File: src/rtl/burst_universal_shift_register_if.sv
// -----------------------------------------------------------------------------
// burst_universal_shift_register_if
//   Control and data bundle for the burst universal shift register.
//   master : the block driving operations (enable, clear, mode, start, count,
//            serial inputs, parallel load data) and observing results.
//   slave  : the shift register itself.
//   Signals:
//     enable  clock enable; 0 freezes register, shout and sequencer
//     clear   synchronous clear of the register, aborts a burst
//     mode    3-bit operation select
//     start   burst request, sampled with count
//     count   burst length
//     msb_in  serial bit entering the top on shift right
//     lsb_in  serial bit entering the bottom on shift left
//     I       parallel load data
//     Q       register contents
//     shout   last bit shifted or rotated out
//     busy    burst in progress
//     done    one-cycle burst completion pulse
// -----------------------------------------------------------------------------
interface burst_universal_shift_register_if #(
  parameter int N     = 8,
  parameter int CNT_W = 4
) ();

  logic             enable;
  logic             clear;
  logic [2:0]       mode;
  logic             start;
  logic [CNT_W-1:0] count;
  logic             msb_in;
  logic             lsb_in;
  logic [N-1:0]     I;
  logic [N-1:0]     Q;
  logic             shout;
  logic             busy;
  logic             done;

  modport master (
    output enable, clear, mode, start, count, msb_in, lsb_in, I,
    input  Q, shout, busy, done
  );

  modport slave (
    input  enable, clear, mode, start, count, msb_in, lsb_in, I,
    output Q, shout, busy, done
  );

endinterface

File: src/rtl/burst_universal_shift_register.sv
// -----------------------------------------------------------------------------
// burst_universal_shift_register
//   N-bit universal shift register with hold, shift right/left, parallel load,
//   rotate right/left and arithmetic shift right. The bit that leaves the
//   register on a shift or rotate is kept in shout.
//   A counted burst engine (IDLE -> RUN -> DONE) latches a mode and a count on
//   start and applies that mode count times without the mode being re-driven.
//   In IDLE the live mode is applied on every enabled edge.
//   Ports:
//     clk      rising-edge clock
//     reset_n  asynchronous active-low reset
//     bus      slave side of burst_universal_shift_register_if
// -----------------------------------------------------------------------------
module burst_universal_shift_register #(
  parameter int N     = 8,
  parameter int CNT_W = 4
) (
  input  logic                               clk,
  input  logic                               reset_n,
  burst_universal_shift_register_if.slave    bus
);

  typedef enum logic [1:0] {
    S_IDLE = 2'd0,
    S_RUN  = 2'd1,
    S_DONE = 2'd2
  } state_e;

  typedef enum logic [2:0] {
    OP_HOLD = 3'b000,
    OP_SR   = 3'b001,
    OP_SL   = 3'b010,
    OP_LOAD = 3'b011,
    OP_ROR  = 3'b100,
    OP_ROL  = 3'b101,
    OP_ASR  = 3'b110,
    OP_RSVD = 3'b111
  } op_e;

  state_e           state, state_nxt;
  logic [N-1:0]     q, q_nxt;
  logic             shout, shout_nxt;
  logic [2:0]       mode_r, mode_r_nxt;
  logic [CNT_W-1:0] rem, rem_nxt;
  op_e              op;

  // ---------------------------------------------------------------------------
  // Operation select: live mode while free-running, latched mode during a
  // burst, hold on the start edge and throughout DONE.
  // ---------------------------------------------------------------------------
  always_comb begin
    // NOTE: every combinational output gets a default first so no path leaves
    // it unassigned; otherwise synthesis infers a latch.
    op = OP_HOLD;
    unique case (state)
      S_IDLE:  if (!bus.start) op = op_e'(bus.mode);
      S_RUN:   op = op_e'(mode_r);
      default: op = OP_HOLD;
    endcase
  end

  // ---------------------------------------------------------------------------
  // Shift/rotate/load datapath.
  // ---------------------------------------------------------------------------
  always_comb begin
    q_nxt     = q;
    shout_nxt = shout;
    unique case (op)
      OP_SR: begin
        q_nxt     = {bus.msb_in, q[N-1:1]};
        shout_nxt = q[0];
      end
      OP_SL: begin
        q_nxt     = {q[N-2:0], bus.lsb_in};
        shout_nxt = q[N-1];
      end
      OP_LOAD: q_nxt = bus.I;
      OP_ROR: begin
        q_nxt     = {q[0], q[N-1:1]};
        shout_nxt = q[0];
      end
      OP_ROL: begin
        q_nxt     = {q[N-2:0], q[N-1]};
        shout_nxt = q[N-1];
      end
      OP_ASR: begin
        // Sign bit is replicated into the vacated top position.
        q_nxt     = {q[N-1], q[N-1:1]};
        shout_nxt = q[0];
      end
      default: begin
        q_nxt     = q;
        shout_nxt = shout;
      end
    endcase
  end

  // ---------------------------------------------------------------------------
  // Burst sequencer: next-state logic.
  // ---------------------------------------------------------------------------
  always_comb begin
    state_nxt  = state;
    mode_r_nxt = mode_r;
    rem_nxt    = rem;
    unique case (state)
      S_IDLE: begin
        if (bus.start) begin
          mode_r_nxt = bus.mode;
          rem_nxt    = bus.count;
          // A zero-length burst goes straight to the completion pulse.
          state_nxt  = (bus.count != '0) ? S_RUN : S_DONE;
        end
      end
      S_RUN: begin
        rem_nxt = rem - CNT_W'(1);
        if (rem == CNT_W'(1)) state_nxt = S_DONE;
      end
      S_DONE:  state_nxt = S_IDLE;
      default: state_nxt = S_IDLE;
    endcase
  end

  // ---------------------------------------------------------------------------
  // State register. clear outranks enable, so a stalled burst can still be
  // aborted; clear leaves shout untouched.
  // ---------------------------------------------------------------------------
  always_ff @(posedge clk or negedge reset_n) begin
    // NOTE: sequential state uses non-blocking assignments so every register
    // samples pre-edge values, independent of statement order.
    if (!reset_n) begin
      state  <= S_IDLE;
      q      <= '0;
      shout  <= 1'b0;
      mode_r <= '0;
      rem    <= '0;
    end else if (bus.clear) begin
      state  <= S_IDLE;
      q      <= '0;
    end else if (bus.enable) begin
      state  <= state_nxt;
      q      <= q_nxt;
      shout  <= shout_nxt;
      mode_r <= mode_r_nxt;
      rem    <= rem_nxt;
    end
  end

  // ---------------------------------------------------------------------------
  // Outputs decode straight from the state register: no added latency, and
  // done stays high while enable is low because the state is frozen.
  // ---------------------------------------------------------------------------
  always_comb begin
    bus.busy  = (state == S_RUN);
    bus.done  = (state == S_DONE);
    bus.Q     = q;
    bus.shout = shout;
  end

endmodule

File: src/flat_wrapper.sv
// flat-port wrapper written by rule: the top's interface ports become plain ports
module burst_universal_shift_register_flat 
#(
  parameter int N     = 8,
  parameter int CNT_W = 4
)
  (clk, reset_n, bus_enable, bus_clear, bus_mode, bus_start, bus_count, bus_msb_in, bus_lsb_in, bus_I, bus_Q, bus_shout, bus_busy, bus_done);
  burst_universal_shift_register_if #(.N(N), .CNT_W(CNT_W)) bus_i ();
  input  logic clk;
  input  logic reset_n;
  input wire logic [$bits(bus_i.enable)-1:0] bus_enable;
  input wire logic [$bits(bus_i.clear)-1:0] bus_clear;
  input wire logic [$bits(bus_i.mode)-1:0] bus_mode;
  input wire logic [$bits(bus_i.start)-1:0] bus_start;
  input wire logic [$bits(bus_i.count)-1:0] bus_count;
  input wire logic [$bits(bus_i.msb_in)-1:0] bus_msb_in;
  input wire logic [$bits(bus_i.lsb_in)-1:0] bus_lsb_in;
  input wire logic [$bits(bus_i.I)-1:0] bus_I;
  output wire logic [$bits(bus_i.Q)-1:0] bus_Q;
  output wire logic [$bits(bus_i.shout)-1:0] bus_shout;
  output wire logic [$bits(bus_i.busy)-1:0] bus_busy;
  output wire logic [$bits(bus_i.done)-1:0] bus_done;
  assign bus_i.enable = bus_enable;
  assign bus_i.clear = bus_clear;
  assign bus_i.mode = bus_mode;
  assign bus_i.start = bus_start;
  assign bus_i.count = bus_count;
  assign bus_i.msb_in = bus_msb_in;
  assign bus_i.lsb_in = bus_lsb_in;
  assign bus_i.I = bus_I;
  assign bus_Q = bus_i.Q;
  assign bus_shout = bus_i.shout;
  assign bus_busy = bus_i.busy;
  assign bus_done = bus_i.done;
  burst_universal_shift_register #(.N(N), .CNT_W(CNT_W)) u_core (.clk(clk), .reset_n(reset_n), .bus(bus_i));
endmodule
File: config.mk
export PLATFORM = sky130hd
export DESIGN_NAME = burst_universal_shift_register_flat
export DESIGN_NICKNAME = d
export VERILOG_FILES = /design/src/rtl/burst_universal_shift_register_if.sv /design/src/rtl/burst_universal_shift_register.sv /design/src/flat_wrapper.sv
export SDC_FILE = /design/constraint.sdc
export NUM_CORES = 1
export LEC_CHECK = 0
export CAP_MARGIN = 20
export CORE_UTILIZATION = 49
export CTS_CLUSTER_SIZE = 12
export DETAILED_ROUTE_END_ITERATION = 10
export PLACE_DENSITY = 0.88
export REMOVE_ABC_BUFFERS = 1
export SLEW_MARGIN = 20
export SYNTH_ARGS = -nofsm -noshare
export SYNTH_HDL_FRONTEND = slang
export SYNTH_SLANG_ARGS = --single-unit
File: constraint.sdc
create_clock -name clk -period 2.2 [get_ports clk]
set_input_delay 0.44 -clock clk [delete_from_list [all_inputs] [get_ports clk]]
set_output_delay 0.44 -clock clk [all_outputs]
set_load 0.05 [all_outputs]
# [Word-level counts from Yosys, hierarchy flattened]
# Index checks and enable logic that the tools add are counted.
[word_totals] regBits=18 in_bits=22 out_inout_bits=11 word_cells=50
[classes] add_sub_neg=1 eq_ne=13 muxes=14 bitwise=1 n_reduce_logical=15
[op_table] cell="$pmux W8 S6" n=1
[op_table] cell="$mux W8" n=2
[op_table] cell="$mux W2" n=5
[op_table] cell="$eq A3 B3 Y1 const B" n=3
[op_table] cell="$reduce_and A3 Y1" n=3
[op_table] cell="$pmux W4 S2" n=1
[op_table] cell="$reduce_and A4 Y1" n=2
[op_table] cell="$reduce_bool A7 Y1" n=1
[op_table] cell="$eq A3 B2 Y1 const B" n=2
[op_table] cell="$pmux W3 S2" n=1
[op_table] cell="$reduce_bool A2 Y1" n=3
[op_table] cell="$reduce_bool A6 Y1" n=1
[op_table] cell="$eq A4 B1 Y1 const B" n=1
[op_table] cell="$mux W4" n=1
[op_table] cell="$ne A2 B2 Y1 const B" n=2
[op_table] cell="$pmux W2 S2" n=1
[op_table] cell="$reduce_bool A4 Y1" n=1
[op_table] cell="$sub A4 B1 Y4 const B" n=1
[op_table] cell="$eq A3 B1 Y1 const B" n=1
[op_table] cell="$mux W3" n=1
[op_table] cell="$ne A3 B2 Y1 const B" n=1
[op_table] cell="$ne A3 B3 Y1 const B" n=1
[op_table] cell="$reduce_or A3 Y1" n=1
[op_table] cell="$eq A2 B1 Y1 const B" n=1
[op_table] cell="6 further kinds" n=6

# [Longest topological paths before layout]
# Gate-level depths: netlist (run 1).
[logic_depth] word_depth=6 mapped_depth=7

# [Least setup slack after synthesis (run 1)]
# Ideal clock, no wire load.
[synth_path] kind="flip-flop to flip-flop" start="register u_core.state[0]" end="register u_core.q[5] (netlist: u_core.bus.Q[5])" setup_time_ns=0.096 t_arrival_ns=1.741 t_required_ns=2.104 slack_ns=0.364 path_stages_with_launch=8 path_buffers=2 synth_period_minus_slack_ns=1.836 cell_sequence="dfrtp_1 -> buf_4 -> and2b_2 -> a32o_2 -> buf_4 -> xnor2_1 -> o221a_1 -> o32ai_2"
[synth_via] elab_chain_cells=6 elab_cells_between_ends=14 cone_classes="eq/ne: 7; mux: 4; reduce/logical: 3"
[synth_lines] item="from (decl)" line="burst_universal_shift_register.sv:40" rtl="state_e state, state_nxt;"
[synth_lines] item="from (signal assigned)" line="burst_universal_shift_register.sv:140" rtl="state <= state_nxt;"
[synth_lines] item="$eq A2 B1 Y1 / $logic_not A2 Y1 (equally long branches)" line="burst_universal_shift_register.sv:55" rtl="unique case (state)"
[synth_lines] item="$pmux W3 S2 (*)" line="burst_universal_shift_register.sv:55"
[synth_lines] item="$eq A3 B3 Y1, or another cell as far along" line="burst_universal_shift_register.sv:68" rtl="unique case (op)"
[synth_lines] item="$pmux W8 S6" line="burst_universal_shift_register.sv:68"
[synth_lines] item="$mux W8" line="burst_universal_shift_register.sv:139" rtl="end else if (bus.enable) begin"
[synth_lines] item="$mux W8" line="burst_universal_shift_register.sv:136" rtl="end else if (bus.clear) begin"
[synth_lines] item="to (signal assigned)" line="burst_universal_shift_register.sv:141" rtl="q <= q_nxt;"
[synth_lines] item="to (decl)" line="burst_universal_shift_register.sv:41" rtl="logic [N-1:0] q, q_nxt;"
# Mark *: on every way between the ends. The rest lies on a longest branch, timed or not. The select of a mux whose other input is x is not followed.
# A chain may end at the register's enable or synchronous reset.

# [Worst setup path in the final report (run 1)]
# Ends and elaborated chain as after synthesis.

==> flow_metrics.py, run 1 <==
metrics = {
    "run_status": {
        "run_status": "finished, final reports clean",
    },
    "logic_synthesis": {
        "synth_top_cell_by_area": "dfrtp_1",
        "synthesis.yosys.warnings": 0,
        "synth.ff_latch_count": 18,
        "synth_flop_cell": "dfrtp_1",
        "synth-edff-count": 0,
        "syn-mean-instance-area_um2": 9.13,
        "part_of_the_yosys_area_used_for_sequential_elements": 0.333,
        "synth.top_cell.area_share": 0.333,
        "synth_async_sr_flop_share": 1.00,
        "yosys-top-cells-area": "dfrtp_1, a21oi_1, nand2b_1",
        "post_synth_instance_area_mm2": 0.00135,
        "yosysUniqueCellTypes": 49,
        "netlist_instances": 148,
    },
    "place": {
        "io_buffer_count": 32,
        "gp_congestion": 0.908,
        "placedCellCount": 220,
        "hpwl_mm": 2.92,
    },
    "floorplanning": {
        "std_cell_rows": 18,
        "floorplan_core_area_mm2": 0.00254,
        "chipWidth_um": 54.5,
        "top_level_ports": 33,
        "start_util": 0.531,
        "die-area_mm2": 0.00297,
        "floorplan.die.height_um": 54.5,
    },
    "critical_path": {
        "timing.critical_path.slowest_stage_cell": "dfrtp_2",
        "critical_path_required_ns": 2.42,
        "crit_path_cell_trace": "or3b_4 > a21oi_4 > buf_4 > o21ai_0 > o221a_1 > o32ai_2",
        "worst-setup-path-type": "reg2reg",
        "timing.critical_path.from_type": "flip-flop",
        "crit_arrival_ns": 2.35,
        "path_max_fanout": 8,
        "setup.worst_path.end_class": "flip-flop",
        "critical-path-max-stage-delay_ns": 0.48,
        "regToRegSetupSlack_ns": 0.07,
    },
    "finish": {
        "final_cell_count_no_fill": 230,
        "n_antenna_cell": 0,
        "final_net_count": 225,
        "drive_above_1_share": 0.265,
        "utilization": 0.764,
        "area.growth.synth_to_final_pct": 43.8,
    },
    "timing": {
        "worstMarginPinSlew_ns": 0.511,
        "layout_worst_path_cycle_share": 0.967,
        "drv_slew": 0,
        "clock-skew-final_ns": 0.00641,
        "finalCriticalPeriod_ns": 2.13,
        "whs_ns": 0.412,
        "timing.final.setup_violations": 0,
        "highest_clock_rate_mhz": 470,
        "final_hold_viol_count": 0,
        "rsz0062_at_grt": "no",
        "max-slew-margin-rel": 0.659,
    },
    "clock_tree": {
        "clock-root-buffer": "clkbuf_4",
        "cts_inserted_buffers": 3,
        "cts.clk_slew.worst_paths_ns": 0.11,
        "cts_tree": "yes",
        "ctsHtreeMaxLevel": 1,
        "numClockSinks": 18,
        "quantity_of_hold_fixing_buffers_added_after_cts": 0,
        "insertion_delay_ns": 0.31,
        "clk_path_buf_depth": 2,
    },
    "drt": {
        "viasPerCell": 6.50,
        "wire_per_inst_um": 19.2,
        "detailroute.via_count": 1494,
        "finalWirelength_mm": 4.41,
        "ant_nets": 0,
        "detailedRoute.firstPassIterationCount": 5,
        "drc": 0,
        "dr.first_iter.drc_count": 107,
    },
    "power": {
        "vdd_ir_drop_max_mv": 0.461,
        "finalPower_w": 0.00117,
        "leakagePower_nw": 0.786,
        "power.density_mw_per_mm2": 601,
    },
    "global_routing": {
        "grt_pass1_wl_mm": 6.89,
        "via_count_of_the_first_global_routing_pass": 1435,
        "grt_residual_overflow": 0,
        "grt.total_usage": 0.336,
        "number_of_antenna_violations_at_the_first_check_in_global_routing": 0,
        "largest_net_degree_at_the_start_of_global_routing": 19,
    },
    "flow_run": {
        "cap_viol_max_count": 0,
    },
    "min_path": {
        "min-delay-path-class": "in2reg",
    },
}
==> registers in the layout (all words and copies together) (netlist names) <==
name and cells:
u_core.rem 4, u_core.state 2, u_core.bus.Q 8, u_core.bus.shout 1, u_core.mode_r 3
==> per-layer routing <==
| metal | vias to the layer above | track usage | share of wire |
|---|---|---|---|
| li1 | 667 | - | - |
| met3 | 22 | 0.0528 | 0.094 |
| met2 | 106 | 0.528 | 0.48 |
| met1 | 699 | 0.421 | 0.37 |
| met4 | 0 | 0.222 | 0.055 |
| met5 | - | 0 | 0 |
==> synth_stat cells (2+ instances only) <==
cell,instances
nand3b_1,3
nor2_1,5
buf_4,3
nor2_2,2
o21ai_0,5
ha_1,2
inv_1,11
nand2b_1,9
nand3_1,7
buf_6,2
nand2_1,11
o211ai_1,2
and3_1,2
o21ai_1,2
dfrtp_1,18
a21oi_1,12
clkbuf_1,2
nor3_1,3
mux2_2,3
nor2b_1,2
o32ai_1,6
a222oi_1,5
mux2i_1,5
==> critical path, delay by kind of cell, from the launching register on <==
family / cells / cell delay (ns)
AO/OA/AOI/OAI: 4 / 0.97
flip-flops: 1 / 0.48
AND/OR/NAND/NOR: 1 / 0.45
buffers and inverters: 1 / 0.15
==> repair_timing <==
item                       in CTS  in global routing
buffers inserted                4                  2
gates cloned                    0                  0
setup endpoints to repair       2                  3
gates resized for setup         8                  6
pin swaps                       6                  4
==> power by group <==
group	switching (W)	internal (W)	leakage, nW	total [W]
combinational	0.000280	0.000239	0.534	0.000519
sequential	0.0000535	0.000378	0.230	0.000432
clock	0.000115	0.000101	0.0210	0.000216
total	0.000449	0.000718	0.786	0.00117
==> through the flow <==
step / instance area, um2 / setup slack [ns] / setup TNS (ns)
2_1_floorplan: 1290 / 0.203 / 0
3_3_place_gp: 1810 / -0.163 / -1.13
3_5_place_dp: 1810 / -0.276 / -1.92
4_1_cts: 1910 / 0.0115 / 0
5_1_grt: 1940 / 0.00401 / 0
6_report: 1940 / 0.0723 / 0
==> cell families (layout without fill, tap and decap cells) <==
kind of cell	count (synthesis)	in the layout	share of synthesized area
flops	18	18	0.333
xor+xnor	1	1	0.00648
buf+inv	19	71	0.0731
simple gates	53	53	0.234
fa+ha+maj	2	2	0.0185
compound gates	47	47	0.272
mux	8	8	0.0620
==> worst paths after layout <==
kind | depth (start not counted) | end | startpoint
worst min register to register | 1 | u_core.mode_r[2] | u_core.mode_r[2]
worst max-delay path | 6 | u_core.bus.Q[5] | u_core.state[0]
worst max register to register | 6 | u_core.bus.Q[5] | u_core.state[0]
min in group asynchronous | 2 | u_core.bus.Q[0] | reset_n
max in group asynchronous | 2 | u_core.state[0] | reset_n
worst min-delay path | 2 | u_core.mode_r[0] | bus_mode[0]
==> layout by cell type (no fill, tap or decap), types with 5 or more instances in the layout <==
cell type        instances
clkdlybuf4s50_1         28
buf_4                   23
dfrtp_1                 16
a21oi_1                 12
inv_1                   11
nand2_1                 11
nand2b_1                 9
nand3_1                  7
o21ai_0                  5
a222oi_1                 5
o32ai_1                  5
==> final cells by class <==
| cell class | count | area, um2 |
|---|---|---|
| Clock buffer | 4 | 36.3 |
| Fill cell | 171 | 602 |
| Inverter | 11 | 41.3 |
| Multi-Input combinational cell | 111 | 850 |
| Sequential cell | 18 | 453 |
| Tap cell | 30 | 37.5 |
| Timing Repair Buffer | 56 | 526 |
Note: power is estimated with default switching activity, not from simulation.
==> run 2, diff against run 1 <==
--- a/config.mk
+++ b/config.mk
@@ -5,10 +5,12 @@
 export SDC_FILE = /design/constraint.sdc
 export NUM_CORES = 1
 export LEC_CHECK = 0
+export ABC_CLOCK_PERIOD_IN_PS = 2200
 export CAP_MARGIN = 20
 export CORE_UTILIZATION = 49
 export CTS_CLUSTER_SIZE = 12
 export DETAILED_ROUTE_END_ITERATION = 10
+export GPL_TIMING_DRIVEN = 0
 export PLACE_DENSITY = 0.88
 export REMOVE_ABC_BUFFERS = 1
 export SLEW_MARGIN = 20
==> flow_metrics.py, run 2 (same netlist as run 1, synthesis figures left out) <==
metrics = {
    "finish": {
        "area.growth.synth_to_final_pct": 29.2,
        "layout.cells.most_common": "clkdlybuf4s50_1",
        "layout.cell_area.non_filler_mm2": 0.00175,
        "nFillCells": 197,
        "multiInputGateArea_um2": 816,
        "n_antenna_cell": 0,
        "drive_above_1_share": 0.161,
        "utilization": 0.686,
        "mostFrequentLayoutCells": "clkdlybuf4s50_1, dfrtp_1, a21oi_1, inv_1, nand2_1",
        "regArea_um2": 453,
        "largest_reg_flops": 8,
        "final_net_count": 205,
    },
    "floorplanning": {
        "floorplan.die.height_um": 54.5,
        "chipWidth_um": 54.5,
        "floorplan_core_area_mm2": 0.00254,
        "std_cell_rows": 18,
        "die-area_mm2": 0.00297,
        "start_util": 0.531,
        "top_level_ports": 33,
    },
    "place": {
        "hpwl_mm": 2.49,
        "gp_congestion": 0.876,
        "placed_area_mm2": 0.00165,
        "io_buffer_count": 32,
        "placement.setup.worst_slack_ns": -0.405,
    },
    "critical_path": {
        "critical-path-max-stage-delay_ns": 0.48,
        "timing.critical_path.from_type": "input pin",
        "setup.worst_path.end_class": "flip-flop",
        "crit_path_cell_trace": "clkdlybuf4s50_1 > or3b_4 > a21o_4 > nor3_4 > a222oi_1 > o32ai_1",
        "cp_num_buf_inv": 1,
        "crit_arrival_ns": 2.34,
        "crit_family": "compound AO/OA/AOI/OAI gates",
        "rr_endpoint": "u_core.bus.Q[6]",
        "critical_path_required_ns": 2.39,
        "regToRegSetupSlack_ns": 0.09,
        "rr_startpoint": "u_core.state[0]",
        "timing.critical_path.slowest_stage_cell": "clkdlybuf4s50_1",
        "cells_on_worst_reg2reg_path": 5,
        "worst-setup-path-type": "in2reg",
        "path_max_fanout": 8,
    },
    "run_status": {
        "run_status": "finished, final reports clean",
    },
    "drt": {
        "ant_nets": 0,
        "detailroute.via_count": 1319,
        "dr.first_iter.drc_count": 69,
        "finalWirelength_mm": 3.41,
        "detailedRoute.firstPassIterationCount": 5,
        "viasPerCell": 6.28,
        "wire_per_inst_um": 16.3,
        "drc": 0,
    },
    "timing": {
        "final_hold_viol_count": 0,
        "rsz0062_at_grt": "no",
        "setup_slack_ns": 0.0545,
        "max-slew-margin-rel": 0.455,
        "worstMarginPinSlew_ns": 0.815,
        "layout_worst_path_cycle_share": 0.975,
        "drv_slew": 0,
        "finalSetupTns_ns": 0,
        "highest_clock_rate_mhz": 466,
        "timing.final.setup_violations": 0,
        "finalCriticalPeriod_ns": 2.15,
        "clock-skew-final_ns": 0.00220,
    },
    "global_routing": {
        "grt.total_usage": 0.236,
        "grt_residual_overflow": 0,
        "largest_net_degree_at_the_start_of_global_routing": 19,
        "grt_pass1_wl_mm": 5.03,
        "number_of_antenna_violations_at_the_first_check_in_global_routing": 0,
        "via_count_of_the_first_global_routing_pass": 1177,
    },
    "min_path": {
        "holdPathEnd": "u_core.mode_r[2]",
        "hold_path.startpoint": "u_core.mode_r[2]",
        "min-delay-path-class": "reg2reg",
        "hold-path-cell-count": 1,
    },
    "power": {
        "power.share.sequential": 0.400,
        "swShare": 0.377,
        "vdd_ir_drop_max_mv": 0.494,
        "pwr-share-comb": 0.400,
        "switching_power_w": 0.000402,
        "finalPower_w": 0.00107,
        "intPower_w": 0.000664,
        "clockPowerShare": 0.200,
        "leakagePower_nw": 0.676,
        "power.density_mw_per_mm2": 611,
    },
    "clock_tree": {
        "cts_inserted_buffers": 3,
        "cts_tree": "yes",
        "ctsHtreeMaxLevel": 1,
        "numClockSinks": 18,
        "clk_path_buf_depth": 2,
        "clock-root-buffer": "clkbuf_4",
        "insertion_delay_ns": 0.30,
        "cts.clk_slew.worst_paths_ns": 0.11,
    },
    "flow_run": {
        "cap_viol_max_count": 0,
    },
}
==> run 2: how the worst max path moves through the flow <==
stage                          from               to  cells after the start
floorplan           u_core.state[1]  u_core.bus.Q[2]                      5
global placement          bus_start  u_core.bus.Q[4]                      6
detailed placement        bus_start  u_core.bus.Q[6]                      6
CTS                     bus_mode[0]  u_core.bus.Q[6]                      6
global route            bus_mode[0]  u_core.bus.Q[6]                      6
finish                  bus_mode[0]  u_core.bus.Q[6]                      6
==> run 2: cell type report <==
type | count | share of cell area
clock buffer | 4 | 0.0208
inverter | 11 | 0.0237
multi-input combinational | 111 | 0.467
sequential | 18 | 0.259
tap | 30 | 0.0215
timing repair buffer | 36 | 0.207
==> run 2: per-layer routing <==
metal  vias up  GRT usage  part of all wire
li1        624          -                 -
met1       629      0.313              0.44
met4         0      0.132             0.013
met3         6     0.0250             0.062
met2        60      0.372              0.48
met5         -          0                 0
==> run 2: through the flow <==
stage                     cells  hold WS [ns]
after global routing        210         0.563
after floorplan             140         0.144
after detailed placement    202         0.506
after global placement      202         0.486
final                       210         0.529
after CTS                   206         0.531
==> run 2: what timing repair did <==
action                                  CTS  global route
pin swaps                                 4             2
cloned                                    0             0
endpoints found under the setup margin    8             6
setup buffers                             0             4
hold buffers                              0             0
resized for setup                         8             3
==> run 2: power groups by stage <==
stage	sequential (W)	combinational (W)	clock, W
floorplan	0.000465	0.000232	0
global placement	0.000428	0.000388	0
detailed placement	0.000431	0.000403	0
CTS	0.000424	0.000407	0.000215
global route	0.000432	0.000464	0.000225
finish	0.000427	0.000426	0.000213
==> run 3, diff against run 2 <==
--- a/config.mk
+++ b/config.mk
@@ -6,14 +6,14 @@
 export NUM_CORES = 1
 export LEC_CHECK = 0
 export ABC_CLOCK_PERIOD_IN_PS = 2200
-export CAP_MARGIN = 20
+export CAP_MARGIN = 40
+export CORE_MARGIN = 2
 export CORE_UTILIZATION = 49
 export CTS_CLUSTER_SIZE = 12
 export DETAILED_ROUTE_END_ITERATION = 10
 export GPL_TIMING_DRIVEN = 0
 export PLACE_DENSITY = 0.88
 export REMOVE_ABC_BUFFERS = 1
-export SLEW_MARGIN = 20
 export SYNTH_ARGS = -nofsm -noshare
 export SYNTH_HDL_FRONTEND = slang
 export SYNTH_SLANG_ARGS = --single-unit
==> flow_metrics.py, run 3 (same netlist as run 1, synthesis figures left out) <==
metrics = {
    "critical_path": {
        "crit_arrival_ns": 2.33,
        "worst-setup-path-type": "in2reg",
        "rr_endpoint": "u_core.bus.Q[4]",
        "cells_on_worst_reg2reg_path": 6,
        "crit_end": "u_core.bus.Q[6]",
        "critical_path_required_ns": 2.38,
        "regToRegSetupSlack_ns": 0.12,
        "cp-startpoint": "bus_mode[0]",
        "rr_startpoint": "u_core.state[0]",
        "path_max_fanout": 9,
        "setup.worst_path.end_class": "flip-flop",
        "critical-path-max-stage-delay_ns": 0.47,
        "crit_path_cell_trace": "clkdlybuf4s50_1 > or3b_4 > a21oi_4 > nand3_1 > a31o_2 > o32ai_1",
        "timing.critical_path.from_type": "input pin",
        "timing.critical_path.slowest_stage_cell": "clkdlybuf4s50_1",
    },
    "timing": {
        "clock-skew-final_ns": 0.00941,
        "finalSetupTns_ns": 0,
        "timing.final.setup_violations": 0,
        "setup_slack_ns": 0.0454,
        "drv_slew": 0,
        "worstMarginPinSlew_ns": 0.807,
        "highest_clock_rate_mhz": 464,
        "layout_worst_path_cycle_share": 0.979,
        "final_hold_viol_count": 0,
        "finalCriticalPeriod_ns": 2.15,
        "max-slew-margin-rel": 0.460,
    },
    "floorplanning": {
        "floorplan.die.height_um": 56.5,
        "die-area_mm2": 0.00319,
        "top_level_ports": 33,
        "chipWidth_um": 56.5,
        "floorplan_core_area_mm2": 0.00269,
        "std_cell_rows": 19,
        "start_util": 0.503,
    },
    "run_status": {
        "run_status": "finished, final reports clean",
    },
    "finish": {
        "layout.cell_area.non_filler_mm2": 0.00177,
        "final_net_count": 207,
        "mostFrequentLayoutCells": "clkdlybuf4s50_1, dfrtp_1, a21oi_1, inv_1, nand2_1",
        "area.growth.synth_to_final_pct": 31.1,
        "n_antenna_cell": 0,
        "nFillCells": 221,
        "drive_above_1_share": 0.170,
        "layout.cells.most_common": "clkdlybuf4s50_1",
        "largest_reg_flops": 8,
    },
    "clock_tree": {
        "ctsHtreeMaxLevel": 1,
        "quantity_of_hold_fixing_buffers_added_after_cts": 0,
        "clk_path_buf_depth": 2,
        "cts_tree": "yes",
        "cts.clk_slew.worst_paths_ns": 0.10,
        "numClockSinks": 18,
        "clock-root-buffer": "clkbuf_4",
        "insertion_delay_ns": 0.29,
        "cts_inserted_buffers": 3,
    },
    "drt": {
        "viasPerCell": 6.40,
        "detailroute.via_count": 1364,
        "wire_per_inst_um": 16.9,
        "maxUsedRoutingLayer": "met4",
        "met3_length_um": 141,
        "dr_wl_met2_mm": 1.85,
        "drt-met1-wl_mm": 1.52,
        "drc": 0,
        "ant_nets": 0,
        "detailedRoute.firstPassIterationCount": 4,
        "dr.first_iter.drc_count": 123,
        "finalWirelength_mm": 3.60,
    },
    "flow_run": {
        "cap_viol_max_count": 0,
    },
    "power": {
        "finalPower_w": 0.00107,
        "intPower_w": 0.000671,
        "swShare": 0.372,
        "pwr-share-comb": 0.412,
        "switching_power_w": 0.000397,
        "power.density_mw_per_mm2": 603,
        "vdd_ir_drop_max_mv": 0.472,
        "clockPowerShare": 0.185,
        "leakagePower_nw": 0.676,
        "power.share.sequential": 0.403,
    },
    "global_routing": {
        "number_of_antenna_violations_at_the_first_check_in_global_routing": 0,
        "grt_residual_overflow": 0,
        "via_count_of_the_first_global_routing_pass": 1352,
        "largest_net_degree_at_the_start_of_global_routing": 19,
        "grt_pass1_wl_mm": 5.92,
        "grt.total_usage": 0.230,
    },
    "place": {
        "placed_area_mm2": 0.00165,
        "hpwl_mm": 2.64,
        "gp_congestion": 0.797,
        "placement.setup.worst_slack_ns": -0.363,
        "io_buffer_count": 32,
    },
    "min_path": {
        "min-delay-path-class": "reg2reg",
    },
}
[run 3: changes by cell type in the layout (fill, tap and decap cells not counted), sizes merged]
cell and change:
clkdlybuf4s15 +1, dlygate4sd2 -1, buf +2
[run 3: routing by layer]
layer | vias up | track usage
li1 | 636 | -
met1 | 658 | 0.298
met2 | 59 | 0.360
met3 | 11 | 0.0507
met4 | 0 | 0.112
met5 | - | 0
[run 3: through the flow]
step                      cells   util  hold slack, ns
after floorplan             140      -           0.144
after global placement      203  0.615           0.486
after detailed placement    203  0.615           0.517
after CTS                   208  0.633           0.537
after global routing        213  0.660           0.567
final                       213  0.660           0.532
[run 3: area by class of cell]
type / instances / area (um2) / share of cell area
clock buffers: 4 / 36.3 / 0.0205
inverters: 11 / 41.3 / 0.0233
multi-input cells: 111 / 837 / 0.472
flip-flops and latches: 18 / 453 / 0.256
well taps: 31 / 38.8 / 0.0219
repair buffers: 38 / 365 / 0.206
[run 3: power by group through the flow]
stage	logic, W	registers, W	clock network (W)
final	0.000440	0.000430	0.000198
after CTS	0.000406	0.000428	0.000206
after detailed placement	0.000404	0.000434	0
after global routing	0.000481	0.000438	0.000217
after global placement	0.000388	0.000430	0
after floorplan	0.000232	0.000465	0
[run 3: worst min path at each step]
stage / start / end / slack, ns / cells past startpoint
after floorplan: reset_n / u_core.bus.Q[0] / 0.14 / 0
after CTS: u_core.bus.shout / u_core.bus.shout / 0.54 / 2
final: u_core.bus.shout / u_core.bus.shout / 0.53 / 2
after global placement: u_core.mode_r[2] / u_core.mode_r[2] / 0.49 / 1
after detailed placement: u_core.mode_r[2] / u_core.mode_r[2] / 0.52 / 1
after global routing: u_core.mode_r[2] / u_core.mode_r[2] / 0.57 / 1
[run 3: repair_timing]
item                                    4_1_cts  5_1_grt
endpoints found under the setup margin        8        7
pin swaps                                     3        3
resized for setup                             8        6
setup buffers                                 1        5
cloned                                        0        0
[run 3: worst max-delay path, delay by kind of cell]
family / cells / cell delay [ns]
buffers and inverters: 1 / 0.47
and+or+nand+nor: 2 / 0.61
AOI/OAI and AO/OA: 3 / 0.82
